## src/rtl/module_captura_operandos_pkg.sv

```systemverilog
// Shared definitions for the calculator operand-entry front end:
// keypad codes, capture FSM states and default operand width.
package pkg_calc;

  localparam int ANCHO_DEF = 8;

  localparam logic [3:0] TECLA_SIGNO = 4'hA;
  localparam logic [3:0] TECLA_ENTER = 4'hB;
  localparam logic [3:0] TECLA_CLEAR = 4'hC;

  typedef enum logic [1:0] {
    ENT_1,
    ENT_2,
    LISTO
  } estado_cap_t;

endpackage

```

## src/rtl/module_captura_operandos_if.sv

```systemverilog
// Keypad-in / operands-out bundle between the operand capture block (master)
// and the selector/display side that consumes the operands (slave).
interface module_captura_operandos_if
  import pkg_calc::*;
#(
  parameter int ANCHO = ANCHO_DEF
);

  logic             tecla_valida;
  logic [3:0]       tecla;
  logic [ANCHO-1:0] num_1;
  logic             sig_1;
  logic             listo_1;
  logic [ANCHO-1:0] num_2;
  logic             sig_2;
  logic             listo_2;
  logic             ini_mul;
  logic [ANCHO-1:0] num_act;
  logic             sig_act;
  logic             error;

  modport master (
    input  tecla_valida, tecla,
    output num_1, sig_1, listo_1, num_2, sig_2, listo_2,
           ini_mul, num_act, sig_act, error
  );

  modport slave (
    output tecla_valida, tecla,
    input  num_1, sig_1, listo_1, num_2, sig_2, listo_2,
           ini_mul, num_act, sig_act, error
  );

endinterface

```

## src/rtl/module_captura_operandos_acum.sv

```systemverilog
// Decimal accumulator for the operand being typed: value, digit count,
// working sign and the "does one more digit fit" check.
module module_acum_dec
  import pkg_calc::*;
#(
  parameter int ANCHO   = ANCHO_DEF,
  parameter int MAX_DIG = 3
) (
  input  logic             clk,
  input  logic             rst,
  input  logic             clr,
  input  logic             carga,
  input  logic             tog,
  input  logic [3:0]       dig,
  output logic [ANCHO-1:0] acc,
  output logic             sig,
  output logic             dig_ok,
  output logic             vacio
);

  localparam int CNT_W = $clog2(MAX_DIG + 1);

  logic [CNT_W-1:0] cnt;
  logic [ANCHO+3:0] cand;

  function automatic logic [ANCHO+3:0] candidato(input logic [ANCHO-1:0] a,
                                                 input logic [3:0]       d);
    return ({4'b0000, a} * (ANCHO+4)'(10)) + (ANCHO+4)'(d);
  endfunction

  // Four extra bits always hold acc*10+9, so overflow is any bit above ANCHO.
  function automatic logic cabe(input logic [ANCHO+3:0] c);
    return (c[ANCHO+3:ANCHO] == 4'b0000);
  endfunction

  assign cand   = candidato(acc, dig);
  assign dig_ok = (cnt != CNT_W'(MAX_DIG)) && cabe(cand);
  assign vacio  = (cnt == '0);

  always_ff @(posedge clk or negedge rst) begin
    if (!rst) begin
      acc <= '0;
      sig <= 1'b0;
      cnt <= '0;
    end else if (clr) begin
      acc <= '0;
      sig <= 1'b0;
      cnt <= '0;
    end else begin
      if (carga) begin
        acc <= cand[ANCHO-1:0];
        cnt <= cnt + CNT_W'(1);
      end
      if (tog) sig <= ~sig;
    end
  end

endmodule

```

## src/rtl/module_captura_operandos.sv

```systemverilog
// Operand capture front end: decodes keypad strobes, builds two sign-magnitude
// operands and signals the multiplier once both are committed.
module module_captura_operandos
  import pkg_calc::*;
#(
  parameter int ANCHO   = ANCHO_DEF,
  parameter int MAX_DIG = 3
) (
  input  logic                       clk,
  input  logic                       rst,
  module_captura_operandos_if.master bus
);

  estado_cap_t      estado, estado_sig;
  logic             carga, tog, clr_acc, limpiar, commit_1, commit_2, rechazo;
  logic [ANCHO-1:0] acc;
  logic             sig_w, dig_ok, vacio;
  logic [ANCHO-1:0] num_1_q, num_2_q;
  logic             sig_1_q, sig_2_q, listo_1_q, listo_2_q, listo_2_d;
  logic             ini_q, err_q;

  module_acum_dec #(.ANCHO(ANCHO), .MAX_DIG(MAX_DIG)) u_acum (
    .clk    (clk),
    .rst    (rst),
    .clr    (clr_acc),
    .carga  (carga),
    .tog    (tog),
    .dig    (bus.tecla),
    .acc    (acc),
    .sig    (sig_w),
    .dig_ok (dig_ok),
    .vacio  (vacio)
  );

  always_ff @(posedge clk or negedge rst) begin
    if (!rst) estado <= ENT_1;
    else      estado <= estado_sig;
  end

  always_comb begin
    estado_sig = estado;
    carga      = 1'b0;
    tog        = 1'b0;
    clr_acc    = 1'b0;
    limpiar    = 1'b0;
    commit_1   = 1'b0;
    commit_2   = 1'b0;
    rechazo    = 1'b0;
    if (bus.tecla_valida) begin
      if (bus.tecla == TECLA_CLEAR) begin
        limpiar    = 1'b1;
        clr_acc    = 1'b1;
        estado_sig = ENT_1;
      end else if (estado != LISTO) begin
        if (bus.tecla <= 4'd9) begin
          carga   = dig_ok;
          rechazo = ~dig_ok;
        end else if (bus.tecla == TECLA_SIGNO) begin
          tog = 1'b1;
        end else if (bus.tecla == TECLA_ENTER) begin
          if (vacio) begin
            rechazo = 1'b1;
          end else begin
            clr_acc = 1'b1;
            if (estado == ENT_1) begin
              commit_1   = 1'b1;
              estado_sig = ENT_2;
            end else begin
              commit_2   = 1'b1;
              estado_sig = LISTO;
            end
          end
        end
      end
    end
  end

  // Commit registers and output pulses; a zero magnitude never keeps a sign.
  always_ff @(posedge clk or negedge rst) begin
    if (!rst) begin
      num_1_q   <= '0;
      sig_1_q   <= 1'b0;
      listo_1_q <= 1'b0;
      num_2_q   <= '0;
      sig_2_q   <= 1'b0;
      listo_2_q <= 1'b0;
      listo_2_d <= 1'b0;
      ini_q     <= 1'b0;
      err_q     <= 1'b0;
    end else if (limpiar) begin
      num_1_q   <= '0;
      sig_1_q   <= 1'b0;
      listo_1_q <= 1'b0;
      num_2_q   <= '0;
      sig_2_q   <= 1'b0;
      listo_2_q <= 1'b0;
      listo_2_d <= 1'b0;
      ini_q     <= 1'b0;
      err_q     <= 1'b0;
    end else begin
      if (commit_1) begin
        num_1_q   <= acc;
        sig_1_q   <= sig_w & (acc != '0);
        listo_1_q <= 1'b1;
      end
      if (commit_2) begin
        num_2_q   <= acc;
        sig_2_q   <= sig_w & (acc != '0);
        listo_2_q <= 1'b1;
      end
      listo_2_d <= listo_2_q;
      ini_q     <= listo_2_q & ~listo_2_d;
      err_q     <= rechazo;
    end
  end

  assign bus.num_1   = num_1_q;
  assign bus.sig_1   = sig_1_q;
  assign bus.listo_1 = listo_1_q;
  assign bus.num_2   = num_2_q;
  assign bus.sig_2   = sig_2_q;
  assign bus.listo_2 = listo_2_q;
  assign bus.ini_mul = ini_q;
  assign bus.num_act = acc;
  assign bus.sig_act = sig_w;
  assign bus.error   = err_q;

endmodule

```

## src/flat_wrapper.sv

```systemverilog
// flat-port wrapper written by rule: the top's interface ports become plain ports
module module_captura_operandos_flat import pkg_calc::*;
#(
  parameter int ANCHO   = ANCHO_DEF,
  parameter int MAX_DIG = 3
)
  (clk, rst, bus_tecla_valida, bus_tecla, bus_num_1, bus_sig_1, bus_listo_1, bus_num_2, bus_sig_2, bus_listo_2, bus_ini_mul, bus_num_act, bus_sig_act, bus_error);
  module_captura_operandos_if #(.ANCHO(ANCHO)) bus_i ();
  input  logic clk;
  input  logic rst;
  input wire logic [$bits(bus_i.tecla_valida)-1:0] bus_tecla_valida;
  input wire logic [$bits(bus_i.tecla)-1:0] bus_tecla;
  output wire logic [$bits(bus_i.num_1)-1:0] bus_num_1;
  output wire logic [$bits(bus_i.sig_1)-1:0] bus_sig_1;
  output wire logic [$bits(bus_i.listo_1)-1:0] bus_listo_1;
  output wire logic [$bits(bus_i.num_2)-1:0] bus_num_2;
  output wire logic [$bits(bus_i.sig_2)-1:0] bus_sig_2;
  output wire logic [$bits(bus_i.listo_2)-1:0] bus_listo_2;
  output wire logic [$bits(bus_i.ini_mul)-1:0] bus_ini_mul;
  output wire logic [$bits(bus_i.num_act)-1:0] bus_num_act;
  output wire logic [$bits(bus_i.sig_act)-1:0] bus_sig_act;
  output wire logic [$bits(bus_i.error)-1:0] bus_error;
  assign bus_i.tecla_valida = bus_tecla_valida;
  assign bus_i.tecla = bus_tecla;
  assign bus_num_1 = bus_i.num_1;
  assign bus_sig_1 = bus_i.sig_1;
  assign bus_listo_1 = bus_i.listo_1;
  assign bus_num_2 = bus_i.num_2;
  assign bus_sig_2 = bus_i.sig_2;
  assign bus_listo_2 = bus_i.listo_2;
  assign bus_ini_mul = bus_i.ini_mul;
  assign bus_num_act = bus_i.num_act;
  assign bus_sig_act = bus_i.sig_act;
  assign bus_error = bus_i.error;
  module_captura_operandos #(.ANCHO(ANCHO), .MAX_DIG(MAX_DIG)) u_core (.clk(clk), .rst(rst), .bus(bus_i));
endmodule
```

## config.mk

```make
export PLATFORM = sky130hd
export DESIGN_NAME = module_captura_operandos_flat
export DESIGN_NICKNAME = d
export VERILOG_FILES = /design/src/rtl/module_captura_operandos_pkg.sv /design/src/rtl/module_captura_operandos_if.sv /design/src/rtl/module_captura_operandos_acum.sv /design/src/rtl/module_captura_operandos.sv /design/src/flat_wrapper.sv
export SDC_FILE = /design/constraint.sdc
export NUM_CORES = 1
export LEC_CHECK = 0
export ABC_AREA = 1
export CAP_MARGIN = 10
export CORE_UTILIZATION = 45
export CTS_CLUSTER_DIAMETER = 60
export DETAILED_ROUTE_END_ITERATION = 7
export PLACE_DENSITY = 0.76
export SLEW_MARGIN = 20
export SYNTH_ARGS = -nofsm -noshare
export SYNTH_HDL_FRONTEND = slang
export SYNTH_SLANG_ARGS = --single-unit
```

## constraint.sdc

```tcl
create_clock -name clk -period 2.35 [get_ports clk]
set_input_delay 0.47 -clock clk [delete_from_list [all_inputs] [get_ports clk]]
set_output_delay 0.47 -clock clk [all_outputs]
set_load 0.1 [all_outputs]
```

==> metrics <==
status=finished with violations; failing checks=design-rule violations, negative setup slack; Initial Util=47.99%; Cell Area, Synth=0.002147 mm2; CTS tree=done; slew margin rel.=69.77%; initial antenna violation count=0; Slew @ Worst Pin=0.4499 ns; clock-pin slew on the worst setup and hold paths=0.07 ns; Die X=71.08 um; Setup Viol. Count Final=11; Final Skew=approximately 0.0094 ns; final worst setup slack=-0.1596 ns; core area=approximately 0.0045 mm2; die height=71.08 um; diode count=0; row count=24; final number of hold-violating endpoints=0; total wire length=4962 um; Fill cells=378; Clock H-tree levels=2; crit-path max FO=10; Area growth, synth to finish=35.31%; synth unique cells=31; Max-Cap Viols=0; drt pass-1 iters=7; DRT iter0 DRCs=between 80 and 90; Min-Delay Path Class=input port to asynchronous set/reset pin; Port Buffers=37; Clk Latency, worst-skew pair=0.30 ns; CTS Buffer Depth=2; via count=1941; Critical Path AT=2.69 ns; antenna viol nets, final=0; GRT Util Overall=21.79%; routed len/inst=roughly 13 um; CP Capture Type=flop; # IOs=38; first-pass GRT wire length=8452 um; RSZ-0062 raised after global routing=yes; Root Buffer=clkbuf_8; Syn Inst Count=249; Synth Register Bits=36; register area share after synthesis=roughly two fifths; Final Cycle Share=106.8%; Final nets=347; Final Max Tran Viols=0; Yosys Warn Count=0; Max Clk Rate=398.5 MHz; min Tclk post-route=2.510 ns; Die Area=between 0.005 and 0.006 mm2; post-detail-place hpwl=3908 um; WS Path Type=flop to flop; largest net degree at the start of global routing=20; fraction of layout cells with a size suffix above 1=32.92%; CP required=2.53 ns; Syn Area/Cell=8.623 um2; syn_nets=275; GRT overflow=0; Worst Hold Slack=0.3956 ns; Num CTS Buffers=5; CP Launch Type=flop; vias in the first global route=about 1800; drc violations=6; DR vias/cell=5.190; Final Wtd Congestion=~0.79; Sink Count=36
==> final timing paths <==
kind	start	end	slack [ns]	cells after the start
worst max-delay path	u_core.u_acum.acc[1]	u_core.u_acum.cnt[0]	-0.16	14
worst min-delay path	rst	u_core.u_acum.acc[7]	0.40	1
worst max register to register	u_core.u_acum.acc[1]	u_core.u_acum.cnt[0]	-0.16	14
worst min register to register	u_core.listo_2_d	u_core.bus.ini_mul	0.48	2
max in group asynchronous	rst	u_core.u_acum.acc[3]	1.50	2
min in group clk	u_core.listo_2_d	u_core.bus.ini_mul	0.48	2
==> layer usage <==
layer | share of wire, % | global-route usage (%) | up-vias
met1 | 46 | 27.80 | 912
met4 | 1.9 | 9.333 | 0
met3 | 4.4 | 4.274 | 10
li1 | - | - | 977
met2 | 48 | 36.22 | 42
met5 | 0 | 0 | -
==> registers in the layout, indices dropped and copies added, names as in the netlist <==
register            cells
u_core.bus.num_1        8
u_core.bus.num_2        8
u_core.u_acum.acc       8
u_core.bus.listo_2      1
u_core.estado           2
u_core.bus.listo_1      1
u_core.bus.ini_mul      1
u_core.u_acum.cnt       2
u_core.bus.sig_1        1
u_core.bus.sig_2        1
u_core.u_acum.sig       1
u_core.listo_2_d        1
u_core.bus.error        1
==> per-stage QoR <==
step	std cells	setup slack [ns]	util (%)	instance area (um2)	TNS, ns
3_5_place_dp	361	-0.2718	61.24	2740	-2.658
3_3_place_gp	361	-0.2027	61.24	2740	-2.121
4_1_cts	372	-0.1753	64.23	2874	-1.669
2_1_floorplan	249	-0.2065	-	2200	-2.150
5_1_grt	374	-0.3037	64.93	2905	-2.849
6_report	374	-0.1596	64.93	2905	-1.463
==> cell families (layout without fill, tap and decap cells) <==
family	count (synthesis)	in the layout	synth area share, %
buffers and inverters	40	113	8.333
XOR/XNOR	6	6	2.448
adder cells (fa/ha/maj)	19	19	11.77
multiplexers	1	1	0.5244
AND/OR/NAND/NOR	119	119	28.26
AO/OA/AOI/OAI	28	28	6.702
flip-flops	36	36	41.96
==> placed cells by master, fill, tap and decap left out, types with 6 or more instances in the layout <==
| cell type | netlist | layout |
|---|---|---|
| o21ai_0 | 12 | 12 |
| clkdlybuf4s50_1 | 0 | 6 |
| ha_1 | 17 | 12 |
| nand2_1 | 40 | 40 |
| nand3_1 | 38 | 37 |
| nand4_1 | 9 | 9 |
| inv_1 | 31 | 31 |
| o21ai_1 | 7 | 7 |
| a21oi_1 | 7 | 6 |
| nor2_1 | 10 | 9 |
| buf_4 | 1 | 65 |
| clkbuf_8 | 0 | 6 |
| dfrtp_1 | 36 | 28 |
==> synth_stat cells <==
master | instances | area share [%]
a21oi_1 | 7 | 1.6
a31oi_1 | 1 | 0.29
buf_2 | 2 | 0.47
buf_4 | 1 | 0.35
buf_6 | 3 | 1.6
clkbuf_1 | 1 | 0.17
dfrtp_1 | 36 | 42
fa_1 | 2 | 1.9
ha_1 | 17 | 9.9
inv_1 | 31 | 5.4
inv_2 | 2 | 0.35
mux2_2 | 1 | 0.52
nand2_1 | 40 | 7.0
nand2_2 | 3 | 0.87
nand2_4 | 4 | 2.1
nand3_1 | 38 | 8.9
nand3_2 | 2 | 0.93
nand3b_1 | 2 | 0.70
nand4_1 | 9 | 2.6
nor2_1 | 10 | 1.7
nor2_2 | 2 | 0.58
nor2_4 | 1 | 0.52
nor3_1 | 3 | 0.70
nor3_2 | 1 | 0.47
nor4_1 | 3 | 0.87
o21ai_0 | 12 | 2.8
o21ai_1 | 7 | 1.6
o31ai_1 | 1 | 0.35
or2_2 | 1 | 0.29
xnor2_1 | 1 | 0.41
xor2_1 | 5 | 2.0
==> area by class of cell <==
class	count	area [um2]	area share, %
multi-input cells	173	1131	38.93
clock inverters	1	7.507	0.2584
flip-flops and latches	36	923.4	31.78
well taps	52	65.06	2.239
repair buffers	72	568.0	19.55
clock buffers	7	86.33	2.972
inverters	33	123.9	4.264
==> worst max-delay path: stages (launching register included) <==
cell and delay (ns):
dfrtp_4 0.50, ha_4 0.25, ha_4 0.16, fa_1 0.52, nand2_1 0.08, nor2_1 0.08, nand2_1 0.08, nand2_2 0.08
nand3_2 0.08, nand2_2 0.06, nand2_2 0.06, nor2_4 0.18, nand2_4 0.13, nand3_1 0.10, nand2_1 0.05
==> what timing repair did <==
action / CTS / global route
pin swaps: 2 / 1
endpoints found under the setup margin: 11 / 11
cloned: 0 / 0
gates resized for setup: 3 / 2
buffers inserted: 3 / 2
hold buffers: 0 / 0
Power is not shown: default switching activity piles up to over one toggle a cycle in this logic, so the estimate is an artifact.
